File: config.mk
export PLATFORM = sky130hd
export DESIGN_NAME = imem_fetch_arbiter
export DESIGN_NICKNAME = d
export VERILOG_FILES = /design/src/rtl/imem_fetch_arbiter.sv
export SDC_FILE = /design/constraint.sdc
export NUM_CORES = 1
export LEC_CHECK = 0
export BUFFER_PORTS_ARGS = -buffer_cell sky130_fd_sc_hd__buf_2
export CORE_MARGIN = 2
export CORE_UTILIZATION = 46
export CTS_CLUSTER_DIAMETER = 80
export DETAILED_ROUTE_END_ITERATION = 10
export PLACE_DENSITY_LB_ADDON = 0.3
export SYNTH_ARGS = -nofsm -noshare
export SYNTH_HDL_FRONTEND = slang
export SYNTH_SLANG_ARGS = --single-unit
File: constraint.sdc
create_clock -name clk -period 4 [get_ports clk]
set_input_delay 0 -clock clk [delete_from_list [all_inputs] [get_ports clk]]
set_output_delay 0 -clock clk [all_outputs]
set_load 0.02 [all_outputs]
File: src/rtl/imem_fetch_arbiter.sv
// Round-robin arbiter sharing one 1-cycle-latency instruction BRAM read port among NUM_REQ fetch units.
// Each requester gets a held, backpressurable response slot. Defining IMEM_ARB_STATS_EN adds grant/conflict counters.
module imem_fetch_arbiter #(
  parameter int NUM_REQ = 4,
  parameter int ADDR_W  = 32,
  parameter int DATA_W  = 32
) (
  input  logic                      clk,
  input  logic                      rst_n,
  input  logic [NUM_REQ-1:0]        req_valid,
  input  logic [NUM_REQ*ADDR_W-1:0] req_addr,
  output logic [NUM_REQ-1:0]        req_ready,
  output logic [NUM_REQ-1:0]        rsp_valid,
  output logic [NUM_REQ*DATA_W-1:0] rsp_data,
  input  logic [NUM_REQ-1:0]        rsp_ready,
  input  logic [NUM_REQ-1:0]        flush,
  output logic                      mem_en,
  output logic [ADDR_W-1:0]         mem_addr,
  input  logic [DATA_W-1:0]         mem_rdata
`ifdef IMEM_ARB_STATS_EN
  ,
  output logic [31:0]               stat_grants,
  output logic [31:0]               stat_conflicts
`endif
);

  localparam int PTR_W = (NUM_REQ > 1) ? $clog2(NUM_REQ) : 1;

  typedef enum logic [1:0] {
    S_IDLE  = 2'd0,
    S_ISSUE = 2'd1,
    S_WAIT  = 2'd2,
    S_HOLD  = 2'd3
  } slot_state_t;

  slot_state_t               r_state [NUM_REQ];
  logic [NUM_REQ-1:0]        r_drop;
  logic [NUM_REQ-1:0]        r_rsp_valid;
  logic [NUM_REQ*DATA_W-1:0] r_rsp_data;
  logic [PTR_W-1:0]          r_ptr;
  logic                      r_mem_en;
  logic [ADDR_W-1:0]         r_mem_addr;

  logic [NUM_REQ-1:0]        w_elig;
  logic [NUM_REQ-1:0]        w_gnt;
  logic                      w_any_gnt;
  logic [PTR_W-1:0]          w_gnt_idx;
  logic [ADDR_W-1:0]         w_gnt_addr;

  // A held slot may be re-granted in the very cycle its response is consumed.
  always_comb begin
    w_elig = '0;
    for (int i = 0; i < NUM_REQ; i++) begin
      w_elig[i] = rst_n & req_valid[i] & ~flush[i] &
                  ((r_state[i] == S_IDLE) | ((r_state[i] == S_HOLD) & rsp_ready[i]));
    end
  end

  // Scan eligible requesters starting at the pointer, wrapping, and take the first hit.
  always_comb begin
    int  sum;
    int  idx;
    logic hit;
    w_any_gnt  = 1'b0;
    w_gnt_idx  = '0;
    w_gnt_addr = '0;
    sum        = 0;
    idx        = 0;
    hit        = 1'b0;
    for (int k = 0; k < NUM_REQ; k++) begin
      sum       = int'(r_ptr) + k;
      idx       = (sum >= NUM_REQ) ? (sum - NUM_REQ) : sum;
      hit       = ~w_any_gnt & w_elig[idx[PTR_W-1:0]];
      w_gnt_idx = hit ? idx[PTR_W-1:0] : w_gnt_idx;
      w_any_gnt = w_any_gnt | hit;
    end
    w_gnt = {{(NUM_REQ-1){1'b0}}, w_any_gnt} << w_gnt_idx;
    for (int i = 0; i < NUM_REQ; i++) begin
      w_gnt_addr = w_gnt_addr | ({ADDR_W{w_gnt[i]}} & req_addr[i*ADDR_W +: ADDR_W]);
    end
  end

  // Per-requester slot FSM; a flush during ISSUE/WAIT lets the read finish but drops its data.
  always_ff @(posedge clk) begin
    if (!rst_n) begin
      for (int i = 0; i < NUM_REQ; i++) begin
        r_state[i] <= S_IDLE;
      end
      r_drop      <= '0;
      r_rsp_valid <= '0;
      r_rsp_data  <= '0;
    end else begin
      for (int i = 0; i < NUM_REQ; i++) begin
        case (r_state[i])
          S_IDLE: begin
            if (w_gnt[i]) begin
              r_state[i] <= S_ISSUE;
            end else begin
              r_state[i] <= S_IDLE;
            end
          end
          S_ISSUE: begin
            r_state[i] <= S_WAIT;
            r_drop[i]  <= flush[i];
          end
          S_WAIT: begin
            r_drop[i] <= 1'b0;
            if (flush[i] | r_drop[i]) begin
              r_state[i] <= S_IDLE;
            end else begin
              r_state[i]                      <= S_HOLD;
              r_rsp_valid[i]                  <= 1'b1;
              r_rsp_data[i*DATA_W +: DATA_W]  <= mem_rdata;
            end
          end
          S_HOLD: begin
            if (w_gnt[i]) begin
              r_state[i]     <= S_ISSUE;
              r_rsp_valid[i] <= 1'b0;
            end else if (flush[i] | rsp_ready[i]) begin
              r_state[i]     <= S_IDLE;
              r_rsp_valid[i] <= 1'b0;
            end else begin
              r_state[i]     <= S_HOLD;
            end
          end
          default: begin
            r_state[i]     <= S_IDLE;
            r_drop[i]      <= 1'b0;
            r_rsp_valid[i] <= 1'b0;
          end
        endcase
      end
    end
  end

  // Pointer advance and registered BRAM command; address holds when idle.
  always_ff @(posedge clk) begin
    if (!rst_n) begin
      r_ptr      <= '0;
      r_mem_en   <= 1'b0;
      r_mem_addr <= '0;
    end else begin
      r_mem_en <= w_any_gnt;
      if (w_any_gnt) begin
        r_mem_addr <= w_gnt_addr;
        r_ptr      <= (w_gnt_idx == PTR_W'(NUM_REQ - 1)) ? '0 : (w_gnt_idx + PTR_W'(1));
      end else begin
        r_mem_addr <= r_mem_addr;
        r_ptr      <= r_ptr;
      end
    end
  end

`ifdef IMEM_ARB_STATS_EN
  logic        w_multi;
  logic [31:0] r_stat_grants;
  logic [31:0] r_stat_conflicts;

  assign w_multi = |(w_elig & (w_elig - NUM_REQ'(1)));

  // Free-running wrap-around counters of grants and contended cycles.
  always_ff @(posedge clk) begin
    if (!rst_n) begin
      r_stat_grants    <= 32'd0;
      r_stat_conflicts <= 32'd0;
    end else begin
      r_stat_grants    <= r_stat_grants + {31'd0, w_any_gnt};
      r_stat_conflicts <= r_stat_conflicts + {31'd0, w_multi};
    end
  end

  assign stat_grants    = r_stat_grants;
  assign stat_conflicts = r_stat_conflicts;
`endif

  assign req_ready = w_gnt;
  assign rsp_valid = r_rsp_valid;
  assign rsp_data  = r_rsp_data;
  assign mem_en    = r_mem_en;
  assign mem_addr  = r_mem_addr;

endmodule

# Word-level counts from Yosys, hierarchy flattened
# Memory sizes are Yosys's and may differ from the RTL's.
# Index checks and enable logic that the tools add are counted.
classes:
  addsub: 8
  n_lt_le_gt_ge: 8
  n_eq_ne: 21
  shifts: 1
  muxes: 198
  bitwise_logic: 84
  reduce_logical: 20
op_table:
  columns: ["cell", "n"]
  rows:
  - ["1-bit 2-to-1 mux", 145]
  - ["32-bit AND", 4]
  - ["32-bit bitwise OR", 3]
  - ["2-bit 2-to-1 mux", 41]
  - ["1-bit bitwise OR", 47]
  - ["1-bit AND", 19]
  - ["2-bit == test (second input constant)", 9]
  - ["1-bit one-hot mux with 2 select lines", 8]
  - ["2-bit nonzero test", 8]
  - ["2-bit by 3-bit less-than comparator with 1-bit output (second input constant)", 4]
  - ["3-bit by 2-bit != test with 1-bit output (second input constant)", 4]
  - ["3-bit AND reduction", 4]
  - ["1-bit NOT", 11]
  - ["3-bit >= comparator (second input constant)", 3]
  - ["1-bit binary-select mux with 2-bit select", 4]
  - ["2-bit by 1-bit == test with 1-bit output (second input constant)", 4]
  - ["2-bit zero test", 4]
  - ["2-bit != test (second input constant)", 4]
  - ["2-bit AND reduction", 4]
  - ["2-bit by 1-bit subtractor with 2-bit output (second input constant)", 4]
  - ["2-bit by 2-bit adder with 3-bit output (second input constant)", 2]
  - ["1-bit by 2-bit left shift with 4-bit output", 1]
  - ["2-bit by 1-bit adder with 3-bit output (second input constant)", 1]
  - ["2-bit by 3-bit >= comparator with 1-bit output (second input constant)", 1]
  - ["2-bit by 1-bit adder with 2-bit output (second input constant)", 1]
totals:
  regBits: 171
  mem_bits_rw: 8
  input_bits: 174
  out_inout_bits: 169
  word_cells: 356
  n_memories: 1
mem_list:
  columns: ["memory", "depth", "word_bits", "read_ports", "rd_ports_with_merged_regs", "write_ports", "line_no", "rtl"]
  rows:
  - ["r_state", 4, 2, 4, 0, 4, "36", "slot_state_t r_state [NUM_REQ];"]

# Depth between registers and ports, before layout
# Gate-level depths: netlist of run 1.
# An unclocked memory read counts as a cell.
logic_depth:
  ltp_word: 29
  mapped_depth: 10
  mapped_depth_nobuf: 8

# Worst setup path after synthesis of run 1
# No wires, ideal clock.
synth_path:
  kind: "flip-flop to flip-flop"
  startpoint: "mem r_state[1][0] (netlist bit)"
  endpoint: "mem r_state[0][0] (netlist bit) (data pin)"
  setup_ns: 0.258
  arrival_ns: 1.932
  t_required_ns: 3.742
  setup_slack_ns: 1.810
  path_stages_with_launch: 10
  n_path_buf: 2
  synth_period_minus_slack_ns: 2.190
  path_cell_list: "edfxtp_1 > ha_1 > a21oi_2 > o32ai_4 > o21ai_1 > a32o_1 > buf_6 > buf_6 > a311oi_2 > nor2_1"
synth_rtl:
  columns: ["item", "line_no"]
  rows:
  - ["from (decl)", "36"]

==> metrics.md, run 1 <==
| Metric | Value |
|---|---|
| Run status | `finished, final reports clean` |
| PwrDens | `520 nW/um2` |
| Row cnt | `47` |
| Final period util | `93.2%` |
| TritonCTS Buffers | `17` |
| Worst Setup End Kind | `flop` |
| WHS Path Cells | `3` |
| Total of max-cap violations | `0` |
| Crit-path leading delay family | `buffers and inverters` |
| Final Hold Vio Count | `0` |
| Non-Filler Instances | `1,553` |
| Clock Path Buffers | `2` |
| Die H | `135 um` |
| Seq/Total Area, Yosys | `46.4%` |
| Syn-to-layout area delta | `46.1%` |
| Vias in the first global route | `8,354` |
| Final WL | `29.1 mm` |
| Critical Path Most Common Cell | `dlygate4sd3_1` |
| Tot Pwr | `6.00 mW` |
| Hold WC Path Type | `in -> reg` |
| Crit-path max cell delay | `0.60 ns` |
| DRC violations left | `0` |
| Kind of critical path | `reg -> reg` |
| Area of the mapped netlist | `7900 um2` |
| Post-DP HPWL | `18.0 mm` |
| CTS tree | `yes` |
| RD Place Congestion | `0.895` |
| Synth Net Count | `1,072` |
| Synth Area per Inst | `8.96 um2` |
| Commonest non-fill, non-tap cell in the layout | `buf_2` |
| Slowest-stage cell, CP | `dlygate4sd3_1` |
| Synth Instances | `882` |
| Clk slew on worst S/H paths | `0.07 ns` |
| Largest net degree at the start of global routing | `110` |
| GR Overflow Total | `0` |
| Crit path launch type | `flop` |
| Synth warn | `0` |
| Placed insts | `1,391` |
| Dpl ws | `1.44 ns` |
| Fin. max-slew vios | `0` |
| FILL cells | `1,307` |
| RSZ-0062 raised after global routing | `false` |
| Cts hold-fix bufs | `129` |
| Num ports | `343` |
| Worst R2R Path Depth | `10` |
| Initial antenna violation count | `1` |
| Post-layout nets | `1,509` |
| Worst Path Arrival | `4.09 ns` |
| Distinct cell type count after synthesis | `59` |
| Clk_lat worst skew | `0.43 ns` |
| Clk_skew | `0.0156 ns` |
| Vias per cell | `5.52` |
| Via count | `8,579` |
| Die X | `135 um` |
| Fin Hold WS | `0.0228 ns` |
| CP Cell Sequence | `ha_1 -> a21oi_2 -> nor2_2 -> o21ai_1 -> a32o_2 -> buf_4 -> a22oi_2 -> dlygate4sd3_1 -> a21boi_1 -> dlygate4sd3_1` |
| Worst path required time | `4.36 ns` |
| H-tree levels | `4` |
| Worst path bufs/invs | `3` |
| Post-synth EDFFs | `8` |
| Relative slew slack | `26.7%` |
| Die area | `18,200 um2` |
| Peak supply drop | `0.000362 V` |
| Async set-reset flop share out of synthesis | `0%` |
| Core region area | `16,700 um2` |
| R2r setup slk | `0.27 ns` |
| Leak Pwr | `4.99 nW` |
| Initial Utilization | `47.3%` |
| Antenna-violating nets left | `0` |
| Final worst slack | `0.273 ns` |
| Tot GR Track Use | `31.0%` |
| TritonCTS Sinks | `179` |
| Commonest cells after routing, fill and taps aside | `341 x buf_2, 268 x nand2_1, 171 x dfxtp_1` |
| Resized Gates After CTS | `0` |
| Crit. path cell count | `10` |
| Main flop type after synthesis | `dfxtp_1` |
| Max Fanout on Critical Path | `33` |
| Tmin final | `3.73 ns` |
| Root buffer cell | `clkbuf_16` |
| Post-CTS Setup Bufs | `0` |
| WL/cell | `18.8 um` |
| First-pass GRT wire length | `44.1 mm` |
| Setup TNS | `0 ns` |
| Port Buffer Count | `342` |
| Final setup viols | `0` |
| Max Fclk | `268 MHz` |
| DR pass1 iterations | `9` |
| Number of synthesized register bits | `179` |
| Slew @ Worst Pin | `1.10 ns` |
| Layout cells sized above 1 | `31.5%` |
| 1st-iter DRT viols | `701` |
-- power breakdown --
group	internal [mW]	leakage [nW]	total [mW]	switching (mW)
clock	0.847	0.283	1.64	0.792
sequential	2.08	1.48	2.25	0.169
combinational	0.856	3.23	2.11	1.25
total	3.78	4.99	6.00	2.22
-- area by class of cell --
type | count | area, um2 | share of cell area [%]
Multi-Input combinational cell | 616 | 3840 | 33.2
Sequential cell | 179 | 3660 | 31.7
Timing Repair Buffer | 485 | 3110 | 26.9
Clock buffer | 18 | 439 | 3.80
Tap cell | 220 | 275 | 2.38
Clock inverter | 14 | 139 | 1.20
Inverter | 20 | 75.1 | 0.650
Antenna cell | 1 | 2.50 | 0.0217
-- synthesized netlist by cell type, types with 2 or more instances --
cell,n,share of area [%]
nand3_1,2,0.13
a211oi_1,2,0.19
buf_1,4,0.19
nor2_1,13,0.62
ha_1,16,2.5
inv_1,19,0.90
a21oi_2,2,0.22
a22oi_2,10,1.6
a221oi_4,2,0.66
o32ai_2,2,0.41
nand3b_2,2,0.28
dfxtp_1,171,43
nor2_2,2,0.16
nand2_1,268,13
o21a_1,3,0.28
buf_4,2,0.19
buf_6,8,1.1
nor2b_1,5,0.40
a21boi_0,129,12
o21ai_0,12,0.76
and2_1,9,0.71
buf_2,6,0.38
a21boi_1,32,3.0
edfxtp_1,8,3.0
o31ai_1,3,0.28
or3_1,2,0.16
a222oi_1,32,4.1
nor3_1,5,0.32
a32o_1,2,0.25
o22ai_1,5,0.40
a22oi_1,24,2.3
o21ai_1,5,0.32
a21oi_1,4,0.25
clkbuf_1,46,2.2
-- cell families after synthesis --
logic type,synth area share (%)
AO/OA/AOI/OAI,29.3
adder cells (fa/ha/maj),2.53
AND/OR/NAND/NOR,16.7
buffers and inverters,5.10
flip-flops,46.4
-- worst paths after layout --
check / endpoint / start
hold / removal: rsp_valid[0]$_SDFFE_PN0P_ / rsp_ready[0]
hold reg to reg: rsp_data[98]$_SDFFE_PN0P_ / rsp_data[98]$_SDFFE_PN0P_
setup / recovery: mem_addr[12]$_SDFFE_PN0N_ / r_state[0][0]$_SDFFCE_PN0P_
setup reg to reg: mem_addr[12]$_SDFFE_PN0N_ / r_state[0][0]$_SDFFCE_PN0P_
-- through the flow --
step	area, um2	utilization [%]
3_3_place_gp	9670	57.9
4_1_cts	11500	69.1
2_1_floorplan	7900	-
3_5_place_dp	9670	57.9
6_report	11500	69.1
5_1_grt	11500	69.1
-- layer usage --
metal	wire (um)	track usage, %	vias up	share of wire [%]
met2	14000	51.7	452	48
li1	-	-	3962	-
met5	0	0	-	0
met1	11500	37.3	4080	40
met3	2340	7.62	85	8.0
met4	1280	15.7	0	4.4
-- flip-flops by register name, summed over array words and instances, names as in the netlist --
signal and cells:
r_ptr 2, mem_addr 32, rsp_data 128, mem_en 1
r_drop 4, r_state 8, rsp_valid 4
-- worst reg2reg max path: stages, from the launching register on --
cell	delay [ns]
edfxtp_1	0.42
ha_1	0.32
a21oi_2	0.38
nor2_2	0.15
o21ai_1	0.18
a32o_2	0.25
buf_4	0.45
a22oi_2	0.15
dlygate4sd3_1	0.59
a21boi_1	0.18
dlygate4sd3_1	0.60
(Power assumes the default switching activity.)
==> run 2, diff against run 1 <==
CORE_AREA = 2 2 134 136   (was not set)
CORE_MARGIN = not set   (was 2)
CORE_UTILIZATION = not set   (was 46)
DIE_AREA = 0 0 136 138   (was not set)
PLACE_DENSITY = 0.76   (was not set)
PLACE_DENSITY_LB_ADDON = not set   (was 0.3)
==> run 2 against run 1 <==
Final cell count rose by 0.58%. Global-route usage fell by 1.9 points. Hold slack improved by 0.0021 ns. First-iteration DRC count fell by 3.3%. Setup slack got worse by 0.050 ns. Flip-flop and latch count is the same. Critical path type unchanged.
==> metrics.md, run 2 (synthesized netlist as in run 1, its figures left out) <==
| Metric | Value |
|---|---|
| Tot GR Track Use | `29.1% (-1.9 points)` |
| WL/cell | `17.9 um (-4.4%)` |
| Non-Filler Instances | `1,562 (+0.58%)` |
| Antenna-violating nets left | `0 (unchanged)` |
| Clk slew on worst S/H paths | `0.07 ns (about the same)` |
| Crit-path leading delay family | `buffers and inverters` |
| TritonCTS Sinks | `179 (unchanged)` |
| Worst Path Arrival | `4.15 ns (+0.06 ns)` |
| RD Place Congestion | `0.900 (+0.58%)` |
| Worst R2R Path Depth | `9 (-1)` |
| Initial Utilization | `45.1% (-2.2 points)` |
| Final period util | `94.4% (+1.3 points)` |
| Hold WC Path Type | `in -> reg` |
| PwrDens | `520 nW/um2 (about the same)` |
| Vias in the first global route | `8,447 (+1.1%)` |
| DR pass1 iterations | `7 (-2)` |
| Tot Pwr | `6.02 mW (+0.32%)` |
| Crit. path cell count | `9 (-1)` |
| Largest net degree at the start of global routing | `91 (-17%)` |
| Placed insts | `1,401 (+0.72%)` |
| Worst setup path start | `r_state[0][0]$_SDFFCE_PN0P_` |
| Leak Pwr | `4.99 nW (about the same)` |
| Initial antenna violation count | `1 (unchanged)` |
| Run status | `finished, final reports clean` |
| Final setup viols | `0 (unchanged)` |
| M3 GR Usage | `8.32% (+0.70 points)` |
| Worst path required time | `4.37 ns (about the same)` |
| Max Fclk | `265 MHz (-1.3%)` |
| Tmin final | `3.78 ns (+0.0502 ns)` |
| RR Endpoint | `mem_addr[16]$_SDFFE_PN0N_` |
| Vias per cell | `5.43 (-1.7%)` |
| Met1 usage | `35.9% (-1.4 points)` |
| # diodes | `0 (-1)` |
| Post-layout nets | `1,511 (+0.13%)` |
| Worst Setup End Kind | `flop` |
| Crit-path max cell delay | `0.61 ns (about the same)` |
| H-tree levels | `4 (unchanged)` |
| Crit path launch type | `flop` |
| Worst path bufs/invs | `3 (unchanged)` |
| Final WL | `28.0 mm (-3.8%)` |
| Commonest cells after routing, fill and taps aside | `341 x buf_2, 268 x nand2_1, 171 x dfxtp_1` |
| Clk_skew | `0.0143 ns (-0.00128 ns)` |
| TritonCTS Buffers | `17 (unchanged)` |
| R2r setup slk | `0.22 ns (-0.05 ns)` |
| Die area | `18,800 um2 (+2.9%)` |
| Post-CTS Setup Bufs | `0 (unchanged)` |
| CP Cell Sequence | `ha_1 -> a21oi_2 -> o32ai_2 -> a221oi_4 -> buf_4 -> a222oi_1 -> dlygate4sd3_1 -> a21boi_1 -> dlygate4sd3_1` |
| Slowest-stage cell, CP | `dlygate4sd3_1` |
| Row cnt | `49 (+4.3%)` |
| Max reg flops | `128 (unchanged)` |
| First-pass GRT wire length | `43.7 mm (-1.0%)` |
| Critical Path Most Common Cell | `dlygate4sd3_1` |
| Peak supply drop | `0.000316 V (-13%)` |
| Fin Hold WS | `0.0249 ns (+0.00214 ns)` |
| Root buffer cell | `clkbuf_16` |
| Core region area | `17,500 um2 (+5.0%)` |
| GR Overflow Total | `0 (unchanged)` |
| Die H | `138 um (+2.2%)` |
| Port Buffer Count | `342 (unchanged)` |
| DRC violations left | `0 (unchanged)` |
| RSZ-0062 raised after global routing | `false` |
| Kind of critical path | `reg -> reg` |
| Clock Path Buffers | `2 (unchanged)` |
| Final cell utilization of the core | `66.0% (-3.1 points)` |
| Layout cells sized above 1 | `31.4% (-0.099 points)` |
| Relative slew slack | `45.5% (+19 points)` |
| Routing usage on met2 | `48.1% (-3.6 points)` |
| Total of max-cap violations | `0 (unchanged)` |
| Num ports | `343 (unchanged)` |
| Fin. max-slew vios | `0 (unchanged)` |
| 1st-iter DRT viols | `678 (-3.3%)` |
| RR Startpoint | `r_state[0][0]$_SDFFCE_PN0P_` |
| Commonest non-fill, non-tap cell in the layout | `buf_2` |
| Syn-to-layout area delta | `46.5%` |
| Max Fanout on Critical Path | `30 (-9.1%)` |
| Setup TNS | `0 ns (unchanged)` |
| Final Hold Vio Count | `0 (unchanged)` |
| Die X | `136 um (+0.69%)` |
| Post-DP HPWL | `17.6 mm (-2.4%)` |
| Clk_lat worst skew | `0.43 ns (about the same)` |
| Via count | `8,484 (-1.1%)` |
| Busiest layer in global routing | `met2` |
| Slew @ Worst Pin | `0.818 ns (-0.278 ns)` |
| End of the critical path | `mem_addr[16]$_SDFFE_PN0N_` |
| CTS tree | `yes` |
==> run 2: worst min path at each step <==
stage,cells after the start,slack [ns],end,start
2_1_floorplan,2,0.14,rsp_data[0]$_SDFFE_PN0P_,mem_rdata[0]
3_3_place_gp,3,0.29,rsp_data[46]$_SDFFE_PN0P_,mem_rdata[14]
3_5_place_dp,3,0.29,rsp_data[114]$_SDFFE_PN0P_,mem_rdata[18]
4_1_cts,4,0.01,r_drop[3]$_SDFFE_PN0P_,flush[3]
5_1_grt,4,0.05,r_drop[0]$_SDFFE_PN0P_,flush[0]
6_report,4,0.02,r_drop[0]$_SDFFE_PN0P_,flush[0]
==> run 2: layout make-up <==
type                            instances  area (um2)
Clock buffer                           18         429
Clock inverter                         13         146
Fill cell                            1408        5960
Inverter                               20        75.1
Multi-Input combinational cell        616        3850
Sequential cell                       179        3660
Tap cell                              229         287
Timing Repair Buffer                  487        3130
==> run 2: power breakdown <==
| group | internal [mW] | total, mW | leakage (nW) | switching [mW] |
|---|---|---|---|---|
| Combinational | 0.869 | 2.12 | 3.24 | 1.25 |
| Sequential | 2.08 | 2.25 | 1.48 | 0.166 |
| Clock | 0.882 | 1.65 | 0.273 | 0.768 |
| Total | 3.83 | 6.02 | 4.99 | 2.19 |
==> run 2: routing by layer <==
metal	vias to the layer above	share of wire, %
met1	4059	41
met3	84	7.7
li1	3956	-
met5	-	0.046
met2	383	48
met4	2	3.1
==> run 2: tightest hold or removal path, stage by stage <==
cell	delay (ns)
buf_2	0.14
nand2_1	0.07
o22ai_1	0.05
and2_1	0.14
==> run 2: what timing repair did <==
action / 4_1_cts / 5_1_grt
resized for setup: 0 / 1
hold buffers: 130 / 0
setup endpoints to repair: 0 / 9
endpoints found under the hold margin: 161 / 0
==> run 2: stage by stage <==
stage | area (um2) | setup WS (ns)
after detailed placement | 9690 | 1.36
after global routing | 11600 | 0.0651
after floorplan | 7900 | 1.81
after global placement | 9690 | 1.47
after CTS | 11600 | 0.249
final | 11600 | 0.223
==> run 3, diff against run 2 <==
CTS_CLUSTER_DIAMETER = 120   (was 80)
RECOVER_POWER = 25   (was not set)
==> run 3 against run 2 <==
Total power decreased by 0.44%. Sequential share of layout area increased by 0.31 points. Routed wire length decreased by 0.15%. Count of clock-buffer cells in the layout unchanged. Via count about the same. Hold slack got worse by 0.0049 ns. First-iteration DRC count decreased by 4.4%. Global-route usage unchanged. Final area decreased by 0.96%. Combinational power about the same. Non-clock buffer count unchanged.
==> metrics.md, run 3 (synthesized netlist as in run 1, its figures left out) <==
| Metric | Value |
|---|---|
| RR Endpoint | `mem_addr[16]$_SDFFE_PN0N_` |
| RD Place Congestion | `0.900 (unchanged)` |
| Largest net degree at the start of global routing | `91 (unchanged)` |
| Clk_lat worst skew | `0.43 ns (about the same)` |
| Reg power frac | `37.5% (+0.2 points)` |
| Placed insts | `1,401 (unchanged)` |
| DR pass1 iterations | `10 (+3)` |
| Vias in the first global route | `8,447 (unchanged)` |
| 1st-iter DRT viols | `648 (-4.4%)` |
| Relative slew slack | `45.6% (+0.13 points)` |
| Initial Utilization | `45.1% (unchanged)` |
| WL/cell | `17.9 um (-0.15%)` |
| Die H | `138 um (unchanged)` |
| Multi-input gate area | `3850 um2 (unchanged)` |
| Row cnt | `49 (unchanged)` |
| Kind of critical path | `reg -> reg` |
| Die X | `136 um (unchanged)` |
| Worst path required time | `4.37 ns (about the same)` |
| RSZ-0062 raised after global routing | `false` |
| GR Overflow Total | `0 (unchanged)` |
| P_sw | `2.19 mW (+0.18%)` |
| Post-CTS Setup Bufs | `0 (unchanged)` |
| Final cell utilization of the core | `65.4% (-0.64 points)` |
| Worst setup path start | `r_state[0][0]$_SDFFCE_PN0P_` |
| Commonest non-fill, non-tap cell in the layout | `nand2_1` |
| Worst Path Arrival | `4.16 ns (about the same)` |
| Root buffer cell | `clkbuf_16` |
| End of the critical path | `mem_addr[16]$_SDFFE_PN0N_` |
| Post-DP HPWL | `17.6 mm (unchanged)` |
| Antenna-violating nets left | `0 (unchanged)` |
| CTS tree | `yes` |
| # diodes | `0 (unchanged)` |
| Crit path launch type | `flop` |
| RR Startpoint | `r_state[0][0]$_SDFFCE_PN0P_` |
| Slew @ Worst Pin | `0.816 ns (-0.00198 ns)` |
| Initial antenna violation count | `1 (unchanged)` |
| Final setup viols | `0 (unchanged)` |
| Syn-to-layout area delta | `45.1%` |
| Hold WC Path Type | `in -> reg` |
| Switching share of power | `36.6% (+0.23 points)` |
| Layout cells sized above 1 | `24.8% (-6.7 points)` |
| Worst Setup End Kind | `flop` |
| First-pass GRT wire length | `43.7 mm (unchanged)` |
| Peak supply drop | `0.000313 V (-0.71%)` |
| Register area | `3660 um2 (unchanged)` |
| Core region area | `17,500 um2 (unchanged)` |
| Setup TNS | `0 ns (unchanged)` |
| Combinational fraction of design power | `34.9% (-0.4 points)` |
| Die area | `18,800 um2 (unchanged)` |
| Internal power | `3.80 mW (-0.79%)` |
| TritonCTS Buffers | `17 (unchanged)` |
| Commonest cells after routing, fill and taps aside | `268 x nand2_1, 252 x buf_2, 171 x dfxtp_1` |
| R2r setup slk | `0.21 ns (about the same)` |
| Run status | `finished, final reports clean` |
| Clk_skew | `0.0160 ns (+0.00173 ns)` |
| FILL cells | `1,464 (+4.0%)` |
| Leak Pwr | `4.61 nW (-7.6%)` |
| Max Fclk | `264 MHz (-0.32%)` |
| Post-route cell area | `11,500 um2 (-0.96%)` |
| Clock Power Share | `27.6% (+0.2 points)` |
| Port Buffer Count | `342 (unchanged)` |
| PwrDens | `523 nW/um2 (+0.53%)` |
| H-tree levels | `4 (unchanged)` |
| Vias per cell | `5.43 (about the same)` |
| Non-Filler Instances | `1,562 (unchanged)` |
| Post-layout nets | `1,511 (unchanged)` |
| Cell Area, Placed | `9690 um2 (unchanged)` |
| Tot GR Track Use | `29.1% (unchanged)` |
| Clock Path Buffers | `2 (unchanged)` |
| Tmin final | `3.79 ns (+0.0120 ns)` |
| Hold Path Origin | `flush[3]` |
| Num ports | `343 (unchanged)` |
| Max Fanout on Critical Path | `30 (unchanged)` |
| Final WL | `28.0 mm (-0.15%)` |
| Worst R2R Path Depth | `9 (unchanged)` |
| Clk slew on worst S/H paths | `0.07 ns (about the same)` |
| Final period util | `94.7% (+0.30 points)` |
| TritonCTS Sinks | `179 (unchanged)` |
| Fin. max-slew vios | `0 (unchanged)` |
| Via count | `8,477 (-0.083%)` |
| Final Hold Vio Count | `0 (unchanged)` |
| DRC violations left | `0 (unchanged)` |
| Max reg flops | `128 (unchanged)` |
| Total of max-cap violations | `0 (unchanged)` |
[run 3: cell types whose count changed in the layout (fill, tap and decap cells not counted), sizes merged]
cell and change:
buf -89, clkbuf +89
[run 3: metrics by stage]
step	setup slack [ns]	total power [mW]	hold slack, ns
after floorplan	1.81	3.48	0.145
after global placement	1.47	4.03	0.288
after detailed placement	1.36	4.08	0.293
after CTS	0.249	5.98	0.0117
after global routing	0.0651	6.29	0.0514
final	0.211	5.99	0.0200
[run 3: how the worst min path moves through the flow]
stage / end / cells after the start
after CTS: r_drop[3]$_SDFFE_PN0P_ / 4
after floorplan: rsp_data[0]$_SDFFE_PN0P_ / 2
after global routing: r_drop[0]$_SDFFE_PN0P_ / 4
after detailed placement: rsp_data[114]$_SDFFE_PN0P_ / 3
after global placement: rsp_data[46]$_SDFFE_PN0P_ / 3
final: r_drop[3]$_SDFFE_PN0P_ / 4
[run 3: power by group through the flow]
stage,Sequential (mW),Combinational (mW),Clock [mW]
finish,2.25,2.09,1.65
global route,2.28,2.26,1.74
global placement,2.26,1.77,0
floorplan,2.52,0.956,0
CTS,2.24,2.07,1.68
detailed placement,2.27,1.81,0
[run 3: metal layers]
layer	GRT usage, %	routed length, um	vias up
li1	-	-	3955
met1	35.9	11300	4013
met2	48.1	13500	427
met3	8.32	2340	80
met4	10.7	855	2
met5	0	13	-
[run 3: critical path, cell delays in order, from the launching register on]
cell and delay, ns:
edfxtp_1 0.42, ha_1 0.32, a21oi_2 0.42, o32ai_2 0.17, a221oi_4 0.47, buf_4 0.41
a222oi_1 0.17, dlygate4sd3_1 0.61, a21boi_1 0.12, dlygate4sd3_1 0.58
[run 3: repair_timing]
| item | CTS | global route |
|---|---|---|
| gates resized for setup | 0 | 1 |
| endpoints found under the hold margin | 161 | 0 |
| setup endpoints to repair | 0 | 9 |
| hold buffers | 130 | 0 |
[run 3: cell type report]
cell class	instances	share of cell area, %
Multi-Input combinational cell	616	33.6
Sequential cell	179	32.0
Timing Repair Buffer	487	26.3
Clock buffer	18	3.74
Tap cell	229	2.50
Clock inverter	13	1.28
Inverter	20	0.655
